File: src/rtl/spectro_capture_multi.sv
// spectro_capture_multi
// Multi-channel spectrogram capture path. Channel samples are summed into
// saturating per-channel energy accumulators. Each rising RTC edge stores the
// accumulators as one time bin. After N_BINS bins the frame is held until the
// external readout clock streams it out over N_LANES serial lanes.
//
// Ports
//   clk                     acquisition clock; all state is on its rising edge
//   rst_n                   asynchronous active-low reset
//   ch                      packed channel samples, ch0 in the LSBs
//   sample_valid            ch is valid this cycle
//   rtc_in                  raw RTC level, asynchronous to clk
//   rd_clk_in               raw readout clock level, asynchronous to clk
//   serial_out              readout lanes, held between readout ticks
//   sl_time                 1-cycle pulse on each bin store
//   sl_ch                   1-cycle pulse when a group carrying a word's first bit is emitted
//   signal_detected         high from detection until readout ends
//   memorization_completed  high in DONE and SEND
//   sending_data            high in SEND
//
// state   | meaning
// --------+---------------------------------------------------------------
// IDLE    | waiting for a sample at or above DET_THRESH
// CAPTURE | accumulating; each rtc tick stores one bin
// DONE    | frame complete, waiting for the first readout tick
// SEND    | one lane group per readout tick, then one terminating tick
module spectro_capture_multi #(
   parameter int N_CH       = 2,
   parameter int SAMPLE_W   = 7,
   parameter int ACC_W      = 12,
   parameter int N_BINS     = 4,
   parameter int N_LANES    = 2,
   parameter int DET_THRESH = 16
) (
   input  logic                     clk,
   input  logic                     rst_n,
   input  logic [N_CH*SAMPLE_W-1:0] ch,
   input  logic                     sample_valid,
   input  logic                     rtc_in,
   input  logic                     rd_clk_in,
   output logic [N_LANES-1:0]       serial_out,
   output logic                     sl_time,
   output logic                     sl_ch,
   output logic                     signal_detected,
   output logic                     memorization_completed,
   output logic                     sending_data
);

   localparam int ROW_W    = N_CH * ACC_W;
   localparam int FRAME_W  = N_BINS * ROW_W;
   localparam int N_GROUPS = FRAME_W / N_LANES;
   localparam int BIN_W    = (N_BINS > 1) ? $clog2(N_BINS) : 1;
   localparam int GRP_W    = $clog2(N_GROUPS + 1);
   localparam int POS_W    = (ACC_W > 1) ? $clog2(ACC_W) : 1;

   if (FRAME_W % N_LANES != 0) begin : g_bad_lanes
      $error("spectro_capture_multi: frame width must be divisible by N_LANES");
   end
   if (ACC_W <= SAMPLE_W) begin : g_bad_acc
      $error("spectro_capture_multi: ACC_W must exceed SAMPLE_W");
   end

   typedef enum logic [1:0] {
      S_IDLE,
      S_CAPTURE,
      S_DONE,
      S_SEND
   } state_t;

   state_t state_q, state_d;

   logic rtc_s1, rtc_s2, rtc_d, rise_tick;
   logic rd_s1, rd_s2, rd_d, rd_tick;

   logic [SAMPLE_W-1:0] ch_arr [N_CH];
   logic [ACC_W-1:0]    acc_q  [N_CH];
   logic [ROW_W-1:0]    acc_row;
   logic [FRAME_W-1:0]  frame_q, frame_shift, frame_rot;
   logic [BIN_W-1:0]    bin_q;
   logic [GRP_W-1:0]    grp_q;
   logic [POS_W-1:0]    pos_q;
   logic                detect, last_bin, store, emit, finish, word_start;

   // 2-flop synchronizers, edge register and registered rising-edge tick.
   always_ff @(posedge clk or negedge rst_n) begin
      if (!rst_n) begin
         rtc_s1    <= 1'b0;
         rtc_s2    <= 1'b0;
         rtc_d     <= 1'b0;
         rise_tick <= 1'b0;
         rd_s1     <= 1'b0;
         rd_s2     <= 1'b0;
         rd_d      <= 1'b0;
         rd_tick   <= 1'b0;
      end else begin
         rtc_s1    <= rtc_in;
         rtc_s2    <= rtc_s1;
         rtc_d     <= rtc_s2;
         rise_tick <= rtc_s2 & ~rtc_d;
         rd_s1     <= rd_clk_in;
         rd_s2     <= rd_s1;
         rd_d      <= rd_s2;
         rd_tick   <= rd_s2 & ~rd_d;
      end
   end

   function automatic logic [ACC_W-1:0] sat_add(input logic [ACC_W-1:0] a,
                                                input logic [SAMPLE_W-1:0] s);
      logic [ACC_W:0] sum;
      sum = {1'b0, a} + (ACC_W+1)'(s);
      return sum[ACC_W] ? '1 : sum[ACC_W-1:0];
   endfunction

   always_comb begin
      detect = 1'b0;
      for (int i = 0; i < N_CH; i++) begin
         ch_arr[i] = ch[i*SAMPLE_W +: SAMPLE_W];
         if (sample_valid && (int'(ch_arr[i]) >= DET_THRESH))
            detect = 1'b1;
      end
   end

   // ch0 lands in the most significant word of a row so that the frame,
   // shifted in bin by bin, ends up in stream order from the MSB down.
   always_comb begin
      acc_row = '0;
      for (int i = 0; i < N_CH; i++)
         acc_row[ROW_W-1-i*ACC_W -: ACC_W] = acc_q[i];
   end

   assign frame_shift = FRAME_W'({frame_q, acc_row});
   // Rotating instead of shifting leaves the frame intact after a full readout.
   assign frame_rot   = (frame_q << N_LANES) | (frame_q >> (FRAME_W - N_LANES));
   assign last_bin    = (bin_q == BIN_W'(N_BINS - 1));
   assign word_start  = (pos_q == '0) || (int'(pos_q) + N_LANES > ACC_W);

   always_ff @(posedge clk or negedge rst_n) begin
      if (!rst_n) state_q <= S_IDLE;
      else        state_q <= state_d;
   end

   always_comb begin
      state_d = state_q;
      store   = 1'b0;
      emit    = 1'b0;
      finish  = 1'b0;
      case (state_q)
         S_IDLE: begin
            if (detect) state_d = S_CAPTURE;
         end
         S_CAPTURE: begin
            if (rise_tick) begin
               store = 1'b1;
               if (last_bin) state_d = S_DONE;
            end
         end
         S_DONE: begin
            if (rd_tick) begin
               emit    = 1'b1;
               state_d = S_SEND;
            end
         end
         S_SEND: begin
            if (rd_tick) begin
               if (grp_q == '0) begin
                  finish  = 1'b1;
                  state_d = S_IDLE;
               end else begin
                  emit = 1'b1;
               end
            end
         end
         default: state_d = S_IDLE;
      endcase
   end

   always_ff @(posedge clk or negedge rst_n) begin
      if (!rst_n) begin
         for (int i = 0; i < N_CH; i++) acc_q[i] <= '0;
         frame_q                <= '0;
         bin_q                  <= '0;
         grp_q                  <= '0;
         pos_q                  <= '0;
         serial_out             <= '0;
         sl_time                <= 1'b0;
         sl_ch                  <= 1'b0;
         signal_detected        <= 1'b0;
         memorization_completed <= 1'b0;
         sending_data           <= 1'b0;
      end else begin
         sl_time <= store;
         sl_ch   <= emit & word_start;

         if (state_q == S_IDLE) begin
            for (int i = 0; i < N_CH; i++)
               acc_q[i] <= detect ? ACC_W'(ch_arr[i]) : '0;
            if (detect) begin
               bin_q           <= '0;
               signal_detected <= 1'b1;
            end
         end

         if (state_q == S_CAPTURE) begin
            if (store) begin
               frame_q <= frame_shift;
               bin_q   <= last_bin ? '0 : bin_q + BIN_W'(1);
               // A sample coinciding with the tick opens the next bin.
               for (int i = 0; i < N_CH; i++)
                  acc_q[i] <= (sample_valid && !last_bin) ? ACC_W'(ch_arr[i]) : '0;
               if (last_bin) memorization_completed <= 1'b1;
            end else if (sample_valid) begin
               for (int i = 0; i < N_CH; i++)
                  acc_q[i] <= sat_add(acc_q[i], ch_arr[i]);
            end
         end

         if (emit) begin
            for (int l = 0; l < N_LANES; l++)
               serial_out[l] <= frame_q[FRAME_W-1-l];
            frame_q      <= frame_rot;
            pos_q        <= POS_W'((int'(pos_q) + N_LANES) % ACC_W);
            grp_q        <= (state_q == S_DONE) ? GRP_W'(N_GROUPS - 1) : grp_q - GRP_W'(1);
            sending_data <= 1'b1;
         end

         if (finish) begin
            serial_out             <= '0;
            pos_q                  <= '0;
            signal_detected        <= 1'b0;
            memorization_completed <= 1'b0;
            sending_data           <= 1'b0;
         end
      end
   end

endmodule

File: config.mk
export PLATFORM = sky130hd
export DESIGN_NAME = spectro_capture_multi
export DESIGN_NICKNAME = d
export VERILOG_FILES = /design/src/rtl/spectro_capture_multi.sv
export SDC_FILE = /design/constraint.sdc
export NUM_CORES = 1
export LEC_CHECK = 0
export BUFFER_PORTS_ARGS = -buffer_cell sky130_fd_sc_hd__buf_2
export CAP_MARGIN = 20
export CORE_MARGIN = 5
export CORE_UTILIZATION = 45
export DETAILED_ROUTE_END_ITERATION = 8
export GPL_TIMING_DRIVEN = 0
export MAX_ROUTING_LAYER = met4
export PLACE_DENSITY = 0.65
export SLEW_MARGIN = 15
export SYNTH_ARGS = -nofsm -noshare
export SYNTH_HDL_FRONTEND = slang
export SYNTH_SLANG_ARGS = --single-unit
export TNS_END_PERCENT = 30
File: constraint.sdc
create_clock -name clk -period 4.3 [get_ports clk]
set_input_delay 0.86 -clock clk [delete_from_list [all_inputs] [get_ports clk]]
set_output_delay 0.86 -clock clk [all_outputs]
set_load 0.02 [all_outputs]
### Word level (Yosys, flattened, before mapping)

Cells that the tools add are included.

| operators by class | value |
|---|---|
| mux-type cells | 50 |
| add/sub/neg operators | 5 |
| divide/modulo/power cells | 1 |
| bitwise gates (word level) | 6 |
| magnitude comparators | 3 |
| eq/ne operators | 10 |
| reduce and logical (&&, ||, !) cells | 20 |

Operators by type and width:

| cell | number |
|---|---|
| $mux 96 | 3 |
| $mux 24 | 4 |
| $or 96x2->96 | 1 |
| $gt 32x5->1 const B | 1 |
| $mod 32x5->32 const B | 1 |
| $mux 7 | 4 |
| $add 12x7->13 | 2 |
| $mux 2 | 13 |
| $mux 12 | 2 |
| $mux 1 | 19 |
| $reduce_bool 2->1 | 8 |
| $ge 7x5->1 const B | 2 |
| $ne 2x2->1 const B | 6 |
| $mux 4 | 2 |
| $pmux 2 s4 | 1 |
| $eq 2x2->1 const B | 3 |
| $logic_not 6->1 | 1 |
| $mux 6 | 1 |
| $reduce_and 6->1 | 1 |
| $sub 6x1->6 const B | 1 |
| $add 4x2->5 const B | 1 |
| $logic_not 4->1 | 1 |
| $reduce_and 2->1 | 2 |
| $and 1x1->1 | 3 |
| other kinds (9) | 12 |

| word-level totals | value |
|---|---|
| word-level logic and storage cells | 116 |
| register bits | 149 |

### Depth between registers and ports, before layout

| logic depth | value |
|---|---|
| depth after elaboration | 9 |
| gate-level depth with buffers | 10 |

### Worst setup path before layout

OpenSTA, ideal clock, no wires.

| timing | value |
|---|---|
| path type | input port to flip-flop |
| start | input ch[0] |
| end | register acc_q[12] (netlist bit) |
| stages | 7 |
| path slack | 1,669 ps |
| data arrival time | 2,504 ps |
| path buffers | 0 |
| required time | 4,173 ps |
| cells stage by stage | ha_1 -> fa_1 -> nand3_1 -> a211oi_2 -> o2111ai_2 -> a311oi_1 -> a221o_2 |

| on the way | value |
|---|---|
| word-level cells in the longest chain between the ends | 9 |
| elaborated cells between the ends (all ways) | 12 |

RTL lines:

| what | RTL line | RTL |
|---|---|---|
| from (decl) | 37 | `input logic [N_CH*SAMPLE_W-1:0] ch,` |
| $ge 7x5->1 | 118 | `if (sample_valid && (int'(ch_arr[i]) >= DET_THRESH))` |
| $logic_and 1x1->1 | 118 |  |
| $mux 1 (2 in series) | 118 |  |
| $mux 7 | 196 | `acc_q[i] <= detect ? ACC_W'(ch_arr[i]) : '0;` |
| $mux 24 | 194 | `if (state_q == S_IDLE) begin` |
| $mux 24 | 211 | `end else if (sample_valid) begin` |
| $mux 24 | 204 | `if (store) begin` |
| $mux 24 * | 203 | `if (state_q == S_CAPTURE) begin` |
| to (signal, indexed assignment) | 196 |  |
| to (signal, indexed assignment) | 209 | `acc_q[i] <= (sample_valid && !last_bin) ? ACC_W'(ch_arr[i]) : '0;` |
| to (signal, indexed assignment) | 213 | `acc_q[i] <= sat_add(acc_q[i], ch_arr[i]);` |
| to (decl) | 76 | `logic [ACC_W-1:0] acc_q [N_CH];` |

Mark *: on every way between the ends. The rest lies on a longest branch, timed or not.
A chain may end at the register's enable or synchronous reset.

### Worst setup path in the final report

| timing | value |
|---|---|
| start | register state_q[1] |
| end | register frame_q[26] |

| on the way | value |
|---|---|
| word-level cells in the longest chain between the ends | 4 |
| elaborated cells between the ends (all ways) | 9 |

RTL lines:

| what | RTL line | RTL |
|---|---|---|
| from (decl) | 70 | `state_t state_q, state_d;` |
| from (signal assigned) | 139 | `else state_q <= state_d;` |
| $eq 2x1->1 | 147 | `case (state_q)` |
| $mux 1 | 147 |  |
| via store | 82 | `logic detect, last_bin, store, emit, finish, word_start;` |
| $reduce_bool 2->1 (no source line) | n/a |  |
| $reduce_and 2->1 (no source line) | n/a |  |
| to (signal assigned) | 205 | `frame_q <= frame_shift;` |
| to (signal assigned) | 220 | `frame_q <= frame_rot;` |
| to (decl) | 78 | `logic [FRAME_W-1:0] frame_q, frame_shift, frame_rot;` |

The timed path passes the listed nets, and every way through them passes these cells.

==> flow_metrics.env <==
export IMPL_port_buffers=25
export IMPL_synth_area_leaders="dfrtp_1, nor3_1, a211oi_1, inv_1, ha_1"
export IMPL_cts_tree="done"
export IMPL_setup_tns_ns=0
export IMPL_track_usage=0.218
export IMPL_rsz0062_at_grt="no"
export IMPL_yosys_area_top_type="dfrtp_1"
export IMPL_die_width_microns=146
export IMPL_cts_resized=0
export IMPL_final_cells=1222
export IMPL_crit_fanout=10
export IMPL_grt_pass1_vias=7081
export IMPL_power_density_nw_per_um2=685
export IMPL_fin_crit_sh=0.649
export IMPL_cp_slowest_cell="dfrtp_1"
export IMPL_vias_per_cell=5.82
export IMPL_p_int_mw=3.79
export IMPL_period_minus_slack_ns=2.79
export IMPL_leakagePower_nw=4.20
export IMPL_h_tree_depth=4
export IMPL_path_clk_slew_ns=0.07
export IMPL_dp_cells=1190
export IMPL_die_area_sq_um=21200
export IMPL_r2r_cells=10
export IMPL_finalCoreUtilization=0.520
export IMPL_crit_path_end="frame_q[26]"
export IMPL_antenna_found_initial=0
export IMPL_core_sq_um=18000
export IMPL_max_freq_ghz=0.358
export IMPL_dp_slack_ns=1.23
export IMPL_worst_hold_slack_ns=0.351
export IMPL_antenna_left=0
export IMPL_maxCapViolCount=0
export IMPL_root_buffer="clkbuf_16"
export IMPL_drt_pass1_iterations=5
export IMPL_n_antenna_cell=0
export IMPL_skew_ns=0.00657
export IMPL_critPathLaunchType="flip-flop"
export IMPL_ys_seq_elements=148
export IMPL_wl_per_cell_microns=17.9
export IMPL_netlist_area_sq_um=8290
export IMPL_cts_num_sinks=148
export IMPL_synth_edf_count=0
export IMPL_p_sw_mw=2.63
export IMPL_layout_setup_ws_ns=1.51
export IMPL_cp_end_kind="flip-flop"
export IMPL_drive_above_1_share=0.106
export IMPL_slew_headroom=0.455
export IMPL_tightest_slew_ns=0.810
export IMPL_r2r_setup_slack_ns=1.51
export IMPL_synth_most_common_cell="nor3_1"
export IMPL_hold_path_class="flip-flop to flip-flop"
export IMPL_cts_buffers=17
export IMPL_drtIter0Drc=386
export IMPL_reg2reg_to="frame_q[26]"
export IMPL_overflow=0
export IMPL_drcViolationCount=0
export IMPL_area_growth_pct=13.2
export IMPL_hpwl_microns=15500
export IMPL_cp_common_cell="buf_2"
export IMPL_max_vdd_ir_drop_v=0.000354
export IMPL_synth_area_per_cell_sq_um=8.86
export IMPL_syn_inst=935
export IMPL_sw_frac_of_total=0.409
export IMPL_pwr_share_clk=0.254
export IMPL_setup_viol_count_final=0
export IMPL_syn_nets=981
export IMPL_drt_wl_total_microns=21900
export IMPL_cp_top_family="buffers and inverters"
export IMPL_rows=49
export IMPL_pwr_share_seq=0.378
export IMPL_finalNetCount=1026
export IMPL_ys_seq_area_frac=0.447
export IMPL_synthFlopType="dfrtp_1"
export IMPL_start_util=0.460
export IMPL_clock_latency_ns=0.43
export IMPL_vias=7111
export IMPL_pwr_share_comb=0.368
export IMPL_drv_slew=0
export IMPL_cts_hold_buf=0
export IMPL_gp_congestion=0.908
export IMPL_ioPinCount=26
export IMPL_yosysUniqueCellTypes=65
export IMPL_hold_viol=0
export IMPL_outcome="finished clean"
export IMPL_yosysTopAreaCellShare=0.447
export IMPL_die_h_microns=146
export IMPL_yosys_warnings=0
export IMPL_grt_pass1_wl_microns=37000
export IMPL_cp_num_cells=10
export IMPL_worst_path_buf_inv=5
export IMPL_async_flop_share=1.00
export IMPL_grt_max_degree=85
export IMPL_r2r_start="state_q[1]"
export IMPL_crit_start="state_q[1]"
export IMPL_synthTopCellsByCount="nor3_1, dfrtp_1, inv_1"
export IMPL_arrival_ns=3.09
export IMPL_required_ns=4.60
export IMPL_cpPeakStageDelay_ns=0.46
export IMPL_post_cts_buffers=0
export IMPL_path_class="flip-flop to flip-flop"
export IMPL_clockBufferDepth=2
export IMPL_path_cells="inv_1, ha_1, buf_2, nand2_1, inv_1, nand3_1, buf_2, buf_2, nor3_1, a211oi_1"
## logic make-up after synthesis
kind of cell / after synthesis / share of synthesized area
xor+xnor: 13 / 0.0137
simple gates: 312 / 0.186
buf+inv: 182 / 0.0883
flops: 148 / 0.447
compound gates: 249 / 0.217
fa+ha+maj: 27 / 0.0426
mux: 4 / 0.00529
## worst min path at each step
| stage | startpoint | to | cells past startpoint |
|---|---|---|---|
| after floorplan | rd_s1 | rd_s2 | 0 |
| after global placement | rtc_s1 | rtc_s2 | 0 |
| after detailed placement | rd_s1 | rd_s2 | 0 |
| after CTS | rd_s1 | rd_s2 | 0 |
| after global routing | rd_s1 | rd_s2 | 0 |
| final | rtc_s1 | rtc_s2 | 0 |
## sequential cells by signal (all words and copies together) (netlist names)
signal,flops
pos_q,3
memorization_completed,1
rise_tick,1
sl_time,1
rd_tick,1
sl_ch,1
grp_q,6
sending_data,1
serial_out,2
signal_detected,1
frame_q,96
state_q,2
rtc_d,1
rd_d,1
rtc_s1,1
acc_q,24
bin_q,2
rtc_s2,1
rd_s1,1
rd_s2,1
## layer usage
layer	global-route usage	part of all wire	routed length [microns]	up-vias
li1	-	-	-	3467
met1	0.296	0.47	10300	3403
met3	0.0417	0.044	964	42
met5	-	0	0	-
met4	0.0788	0.029	626	0
met2	0.327	0.46	10000	199
## metrics by stage
stage / power [mW] / cell area (sq um)
after floorplan: 4.06 / 8290
after global placement: 4.72 / 8700
after detailed placement: 4.78 / 8730
after CTS: 6.43 / 9380
after global routing: 6.88 / 9380
final: 6.42 / 9380
## worst register-to-register path: stages, from the launching register on
cell and delay [ns]:
dfrtp_1 0.46, inv_1 0.13, ha_1 0.17, buf_2 0.24, nand2_1 0.21, inv_1 0.20, nand3_1 0.36, buf_2 0.33
buf_2 0.20, nor3_1 0.29, a211oi_1 0.08
## cell type report
type                       instances  area (sq um)
clock inverter                    15           218
multi-input combinational        605          3850
fill                            1665          8650
inverter                         111           417
clock buffer                      17           425
sequential                       148          3700
timing repair buffer              26           163
buffer                            71           315
tap                              229           287
## power by group through the flow
stage                     Clock, mW  Combinational [mW]  Sequential (mW)
final                          1.63                2.36             2.43
after global routing           1.73                2.65             2.50
after CTS                      1.65                2.35             2.42
after detailed placement          0                2.34             2.44
after global placement            0                2.29             2.43
after floorplan                   0                1.79             2.26
## layout by cell type (no fill, tap or decap), types with 7 or more instances in the layout
cell	count
nor3_1	199
dfrtp_1	148
inv_1	110
a211oi_1	98
buf_2	50
a21oi_1	47
clkbuf_1	38
nand2_1	34
nor2_1	34
ha_1	25
o21ai_0	24
clkbuf_16	17
nand3_1	15
o31ai_1	10
nor2b_1	8
xor2_1	7
a31oi_1	7
a221o_1	7
a311oi_1	7
No activity file was read; power rests on OpenSTA's default activity.
